File: src/rtl/control_unit_if.sv
// rtl/control_unit_if.sv - opcode in, datapath control flags out, between fetch and decode
interface control_unit_if #(
    parameter int OPW = 4
);
    logic [OPW-1:0] Instruction;
    logic           RegWrite;
    logic           MemWrite;
    logic           MemtoReg;
    logic           MemRead;
    logic           Branch;
    logic           ALUSrc;
    logic [3:0]     ALUOp;
    logic           BranchReg;
    logic           PCSave;
    logic           LoadByte;
    logic           LoadHigh;
    logic           Halt;
    logic           Halted;

    // decoder side: consumes the opcode, drives the control flags
    modport master (
        input  Instruction,
        output RegWrite, MemWrite, MemtoReg, MemRead, Branch, ALUSrc, ALUOp,
        output BranchReg, PCSave, LoadByte, LoadHigh, Halt, Halted
    );

    // fetch/datapath side
    modport slave (
        output Instruction,
        input  RegWrite, MemWrite, MemtoReg, MemRead, Branch, ALUSrc, ALUOp,
        input  BranchReg, PCSave, LoadByte, LoadHigh, Halt, Halted
    );
endinterface

File: src/rtl/control_unit.sv
// rtl/control_unit.sv - single-cycle CPU opcode decoder with sticky halt
module control_unit #(
    parameter int OPW = 4
) (
    input  logic          clk,
    input  logic          rst_n,
    control_unit_if.master bus
);

    typedef enum logic [OPW-1:0] {
        OP_ADD    = 4'h0,
        OP_SUB    = 4'h1,
        OP_XOR    = 4'h2,
        OP_RED    = 4'h3,
        OP_SLL    = 4'h4,
        OP_SRA    = 4'h5,
        OP_ROR    = 4'h6,
        OP_PADDSB = 4'h7,
        OP_LW     = 4'h8,
        OP_SW     = 4'h9,
        OP_LLB    = 4'hA,
        OP_LHB    = 4'hB,
        OP_B      = 4'hC,
        OP_BR     = 4'hD,
        OP_PCS    = 4'hE,
        OP_HLT    = 4'hF
    } opcode_t;

    opcode_t op;
    logic    halted_q;
    logic    reg_write_raw;
    logic    mem_write_raw;
    logic    mem_read_raw;
    logic    branch_raw;

    assign op = opcode_t'(bus.Instruction);

    always_comb begin
        reg_write_raw = 1'b0;
        mem_write_raw = 1'b0;
        mem_read_raw  = 1'b0;
        branch_raw    = 1'b0;
        bus.MemtoReg  = 1'b0;
        bus.ALUSrc    = 1'b0;
        bus.ALUOp     = 4'h0;
        bus.BranchReg = 1'b0;
        bus.PCSave    = 1'b0;
        bus.LoadByte  = 1'b0;
        bus.LoadHigh  = 1'b0;
        bus.Halt      = 1'b0;
        unique case (op)
            OP_ADD, OP_SUB, OP_XOR, OP_RED, OP_PADDSB: begin
                reg_write_raw = 1'b1;
                bus.ALUOp     = bus.Instruction;
            end
            OP_SLL, OP_SRA, OP_ROR: begin
                reg_write_raw = 1'b1;
                bus.ALUSrc    = 1'b1;
                bus.ALUOp     = bus.Instruction;
            end
            // address = base + offset, so the ALU stays on ADD
            OP_LW: begin
                reg_write_raw = 1'b1;
                mem_read_raw  = 1'b1;
                bus.MemtoReg  = 1'b1;
                bus.ALUSrc    = 1'b1;
            end
            OP_SW: begin
                mem_write_raw = 1'b1;
                bus.ALUSrc    = 1'b1;
            end
            OP_LLB: begin
                reg_write_raw = 1'b1;
                bus.ALUSrc    = 1'b1;
                bus.LoadByte  = 1'b1;
            end
            OP_LHB: begin
                reg_write_raw = 1'b1;
                bus.ALUSrc    = 1'b1;
                bus.LoadByte  = 1'b1;
                bus.LoadHigh  = 1'b1;
            end
            OP_B: begin
                branch_raw = 1'b1;
                bus.ALUSrc = 1'b1;
            end
            OP_BR: begin
                branch_raw    = 1'b1;
                bus.BranchReg = 1'b1;
            end
            OP_PCS: begin
                reg_write_raw = 1'b1;
                bus.PCSave    = 1'b1;
            end
            OP_HLT: begin
                bus.Halt = 1'b1;
            end
            default: begin
            end
        endcase
    end

    // once halted, nothing with an architectural side-effect may fire
    assign bus.RegWrite = reg_write_raw & ~halted_q;
    assign bus.MemWrite = mem_write_raw & ~halted_q;
    assign bus.MemRead  = mem_read_raw  & ~halted_q;
    assign bus.Branch   = branch_raw    & ~halted_q;
    assign bus.Halted   = halted_q;

    always_ff @(posedge clk or negedge rst_n) begin
        if (!rst_n) begin
            halted_q <= 1'b0;
        end else if (bus.Halt) begin
            halted_q <= 1'b1;
        end
    end

endmodule

File: src/flat_wrapper.sv
// flat-port wrapper written by rule: the top's interface ports become plain ports
module control_unit_flat 
#(
    parameter int OPW = 4
)
  (clk, rst_n, bus_Instruction, bus_RegWrite, bus_MemWrite, bus_MemtoReg, bus_MemRead, bus_Branch, bus_ALUSrc, bus_ALUOp, bus_BranchReg, bus_PCSave, bus_LoadByte, bus_LoadHigh, bus_Halt, bus_Halted);
  control_unit_if #(.OPW(OPW)) bus_i ();
  input  logic clk;
  input  logic rst_n;
  input wire logic [$bits(bus_i.Instruction)-1:0] bus_Instruction;
  output wire logic [$bits(bus_i.RegWrite)-1:0] bus_RegWrite;
  output wire logic [$bits(bus_i.MemWrite)-1:0] bus_MemWrite;
  output wire logic [$bits(bus_i.MemtoReg)-1:0] bus_MemtoReg;
  output wire logic [$bits(bus_i.MemRead)-1:0] bus_MemRead;
  output wire logic [$bits(bus_i.Branch)-1:0] bus_Branch;
  output wire logic [$bits(bus_i.ALUSrc)-1:0] bus_ALUSrc;
  output wire logic [$bits(bus_i.ALUOp)-1:0] bus_ALUOp;
  output wire logic [$bits(bus_i.BranchReg)-1:0] bus_BranchReg;
  output wire logic [$bits(bus_i.PCSave)-1:0] bus_PCSave;
  output wire logic [$bits(bus_i.LoadByte)-1:0] bus_LoadByte;
  output wire logic [$bits(bus_i.LoadHigh)-1:0] bus_LoadHigh;
  output wire logic [$bits(bus_i.Halt)-1:0] bus_Halt;
  output wire logic [$bits(bus_i.Halted)-1:0] bus_Halted;
  assign bus_i.Instruction = bus_Instruction;
  assign bus_RegWrite = bus_i.RegWrite;
  assign bus_MemWrite = bus_i.MemWrite;
  assign bus_MemtoReg = bus_i.MemtoReg;
  assign bus_MemRead = bus_i.MemRead;
  assign bus_Branch = bus_i.Branch;
  assign bus_ALUSrc = bus_i.ALUSrc;
  assign bus_ALUOp = bus_i.ALUOp;
  assign bus_BranchReg = bus_i.BranchReg;
  assign bus_PCSave = bus_i.PCSave;
  assign bus_LoadByte = bus_i.LoadByte;
  assign bus_LoadHigh = bus_i.LoadHigh;
  assign bus_Halt = bus_i.Halt;
  assign bus_Halted = bus_i.Halted;
  control_unit #(.OPW(OPW)) u_core (.clk(clk), .rst_n(rst_n), .bus(bus_i));
endmodule
File: config.mk
export PLATFORM = sky130hd
export DESIGN_NAME = control_unit_flat
export DESIGN_NICKNAME = d
export VERILOG_FILES = /design/src/rtl/control_unit_if.sv /design/src/rtl/control_unit.sv /design/src/flat_wrapper.sv
export SDC_FILE = /design/constraint.sdc
export NUM_CORES = 1
export LEC_CHECK = 0
export CORE_AREA = 10 10 47 49
export CTS_CLUSTER_DIAMETER = 200
export DETAILED_ROUTE_END_ITERATION = 10
export DIE_AREA = 0 0 57 59
export PLACE_DENSITY = 0.47
export SLEW_MARGIN = 10
export SYNTH_ARGS = -nofsm -noshare
export SYNTH_HDL_FRONTEND = slang
export SYNTH_SLANG_ARGS = --single-unit
File: constraint.sdc
create_clock -name clk -period 1.75 [get_ports clk]
set_input_delay 0.525 -clock clk [delete_from_list [all_inputs] [get_ports clk]]
set_output_delay 0.525 -clock clk [all_outputs]
set_load 0.01 [all_outputs]
Yosys cells after proc, flatten, opt, wreduce, memory -nomap -nowiden. Cells that the tools add are included.

Register bits: 1. Input port bits: 6. Output and inout bits: 16. Word-level logic and storage cells: 38.

Eq/ne operators: 15. Multiplexer cells: 11. Bitwise gates (word level): 5. Reductions and logical operators: 6.

Operators by type and width (count): $eq A4 B4 Y1 const B (8); $eq A4 B3 Y1 const B (4); $reduce_or A8 Y1 (2); $reduce_or A12 Y1 (1); $mux W1 (10); $eq A4 B2 Y1 const B (2); $and A1 B1 Y1 (4); $eq A4 B1 Y1 const B (1); $logic_not A4 Y1 (1); $mux W4 (1); $reduce_or A2 Y1 (2); $not A1 Y1 (1).

Logic depth before layout (Yosys ltp).
Word-level depth: 4. Gate-level depth with buffers: 3. Depth with buffers taken out: 2.

Worst setup path before layout. No wires, ideal clock.

Path kind: input port to output port. Start point: input bus_Instruction[1]. End point: output bus_MemWrite. Arrival: 1165 ps. Required time: 1225 ps. Setup slack: 60 ps. Stages: 2. Path buffers: 1. Path through: buf_2 nor4b_1.

Cells in the longest elaborated chain, start to end: 3.

RTL lines: start: declaration (RTL line flat_wrapper.sv:10) `input wire logic [$bits(bus_i.Instruction)-1:0] bus_Instruction;`; $eq A4 B4 Y1 (RTL line control_unit.sv:51) `unique case (op)`; $mux W1 (RTL line control_unit.sv:51); $and A1 B1 Y1 (RTL line control_unit.sv:105) `assign bus.MemWrite = mem_write_raw & ~halted_q;`; end: declaration (RTL line flat_wrapper.sv:12) `output wire logic [$bits(bus_i.MemWrite)-1:0] bus_MemWrite;`.

Every way passes these cells.

Worst setup path in the final report.
Start point: input bus_Instruction[3]. End point: output bus_ALUSrc.

Cells in the longest elaborated chain, start to end: 3. Elaborated cells on any way between the ends: 10. Those cells by class: 8 x eq/ne; 1 x mux; 1 x reduce/logical.

RTL lines: $eq A4 B3 Y1 or $eq A4 B4 Y1 (tied branches) (RTL line control_unit.sv:51); $reduce_or A8 Y1 (no line) (*); $mux W1 (*) (RTL line control_unit.sv:51); end: declaration (RTL line flat_wrapper.sv:16) `output wire logic [$bits(bus_i.ALUSrc)-1:0] bus_ALUSrc;`.

Every way passes the cells marked *; elsewhere a longest branch is shown, timed or not.

==> impl_metrics.env <==
export IMPL_synthDistinctLibCells=21
export IMPL_die_h_um=59
export IMPL_seqPwrFrac=0.236
export IMPL_synth_seq_cells=1
export IMPL_post_route_period_util=0.987
export IMPL_antenna_found_initial=0
export IMPL_power_frac_comb=0.764
export IMPL_skew_ns=0
export IMPL_crit_path_max_fanout=6
export IMPL_hold_start="u_core.bus.Halted"
export IMPL_diodes=0
export IMPL_instances_no_fill=70
export IMPL_core_area_um2=1400
export IMPL_setup_viol=0
export IMPL_postSynthNetCount=35
export IMPL_design_area_um2=453
export IMPL_fp_dieW_um=57
export IMPL_maxCapViolations=0
export IMPL_cts_hold_buf=0
export IMPL_syn2layout_area_growth_pct=107
export IMPL_ant_nets=0
export IMPL_hold_end="u_core.bus.Halted"
export IMPL_p_sw_frac=0.345
export IMPL_first_pass_iters=1
export IMPL_p_per_area_nw_per_um2=255
export IMPL_fp_dieArea_um2=3360
export IMPL_vias=297
export IMPL_cp_end_kind="output port"
export IMPL_dp_cells=70
export IMPL_placed_area_um2=468
export IMPL_port_buffers=20
export IMPL_yosysWarnings=0
export IMPL_r2r_slack_ns=1.01
export IMPL_cpMaxStageDelayCell="maj3_2"
export IMPL_io_pins=22
export IMPL_maxClockFrequency_mhz=579
export IMPL_layout_commonest_cell="buf_2"
export IMPL_grt_max_degree=8
export IMPL_cp_start_kind="input port"
export IMPL_power_leakage_uw=0.000230
export IMPL_fin_tns_setup_ns=0
export IMPL_hold_viol_final=0
export IMPL_clkPwrFrac=0
export IMPL_routabilityCongestion=0.669
export IMPL_syn_area_um2=219
export IMPL_utilization=0.323
export IMPL_internal_power_uw=75.6
export IMPL_arrival_ns=1.20
export IMPL_dp_hpwl_um=726
export IMPL_hold_worst_slack_ns=0.626
export IMPL_ir_worst_vdd_mv=0.0946
export IMPL_layout_common_cells="9 x buf_2, 8 x buf_4, 4 x nor2_1"
export IMPL_r2r_start="u_core.bus.Halted"
export IMPL_postCtsSetupBuffers=0
export IMPL_grt_pass1_vias=295
export IMPL_grt_usage=0.0462
export IMPL_critPathKind="in -> out"
export IMPL_synth_cells=29
export IMPL_initial_core_util=0.156
export IMPL_drc_errors=0
export IMPL_crit_required_ns=1.22
export IMPL_largest_register_ff_count=1
export IMPL_nNetsFinal=62
export IMPL_post_route_min_period_ns=1.73
export IMPL_p_sw_uw=39.7
export IMPL_r2r_end="u_core.bus.Halted"
export IMPL_rows=14
export IMPL_ys_seq_area_frac=0.114
export IMPL_overflow=0
export IMPL_outcome="complete, no violations"
export IMPL_path_delay_family="adder cells"
export IMPL_clkTransAtPathRegs_ns=0
export IMPL_crit_chain="buf_12, maj3_2, o21ai_2, buf_2"
export IMPL_drtIter0Drc=0
export IMPL_final_max_slew_viol_count=0
export IMPL_min_path_type="reg -> reg"
export IMPL_rsz0062_at_grt="true"
export IMPL_avgViaCountPerCell=4.24
export IMPL_ff2ff_path_depth=1
export IMPL_avgRoutedWirePerCell_um=12.4
export IMPL_finalWirelength_um=867
export IMPL_whs_path_depth=1
export IMPL_clk_latency_ns=0
export IMPL_slowest_delay_ns=0.30
export IMPL_avgSynthCellArea_um2=7.55
export IMPL_grt_pass1_wl_um=1400
export IMPL_drive_gt1_frac=0.648
export IMPL_path_buf_inv=2
power groups by stage:
stage / Combinational (uW) / Clock [uW] / Sequential [uW]
finish: 88.2 / 0 / 27.2
floorplan: 42.1 / 0 / 26.9
global placement: 90.5 / 0 / 27.0
CTS: 83.9 / 0 / 27.2
global route: 97.0 / 0 / 27.6
detailed placement: 90.9 / 0 / 27.0
cells by family after synthesis:
logic type | after synthesis | synth area share
and+or+nand+nor | 16 | 0.463
buffers and inverters | 6 | 0.211
AOI/OAI and AO/OA | 4 | 0.143
adders and majority gates | 1 | 0.0514
DFF | 1 | 0.114
other | 1 | 0.0171
synth_stat cells:
| library cell | n | area, um2 |
|---|---|---|
| nor4b_1 | 1 | 8.76 |
| buf_4 | 1 | 7.51 |
| inv_1 | 2 | 7.51 |
| conb_1 | 1 | 3.75 |
| buf_6 | 1 | 11.3 |
| nor4_1 | 1 | 6.26 |
| a31oi_1 | 1 | 6.26 |
| nor2_1 | 4 | 15.0 |
| and3_2 | 1 | 7.51 |
| buf_2 | 1 | 5.00 |
| o21bai_1 | 1 | 7.51 |
| and2b_2 | 2 | 17.5 |
| nor3_1 | 2 | 10.0 |
| maj3_2 | 1 | 11.3 |
| nor3b_1 | 2 | 15.0 |
| nand2b_4 | 1 | 13.8 |
| nand2_1 | 2 | 7.51 |
| dfrtp_1 | 1 | 25.0 |
| o21ai_2 | 1 | 8.76 |
| buf_8 | 1 | 15.0 |
| o31a_1 | 1 | 8.76 |
final cells by class:
type	count	area (um2)
fill	169	948
timing repair buffer	29	234
multi-input combinational	22	166
sequential	1	25.0
tap	16	20.0
inverter	2	7.51
metal layers:
layer / up-vias / global-route usage / wire, um
li1: 145 / - / -
met5: - / 0 / 0
met4: 0 / 0 / 0
met1: 144 / 0.0520 / 341
met2: 8 / 0.0946 / 491
met3: 0 / 0.00429 / 34
worst max-delay path by stage:
stage / from / end / slack [ns] / cells past startpoint
after floorplan: bus_Instruction[1] / bus_MemWrite / 0.06 / 2
after global placement: bus_Instruction[3] / bus_BranchReg / -0.87 / 4
after detailed placement: bus_Instruction[3] / bus_PCSave / -0.90 / 4
after CTS: bus_Instruction[0] / bus_ALUSrc / 0.001 / 4
after global routing: bus_Instruction[3] / bus_ALUSrc / -0.03 / 4
final: bus_Instruction[3] / bus_ALUSrc / 0.02 / 4
per-stage QoR:
stage          total power, uW  setup slack [ns]
2_1_floorplan             69.0            0.0605
3_3_place_gp               117            -0.871
3_5_place_dp               118            -0.898
4_1_cts                    111          0.000958
5_1_grt                    125           -0.0253
6_report                   115            0.0235
timing repair:
action,CTS,global route
resized for setup,74,10
endpoints found under the setup margin,14,8
hold endpoints to repair,0,0
pin swaps,1,2
gates cloned,0,0
(Power assumes the default switching activity.)
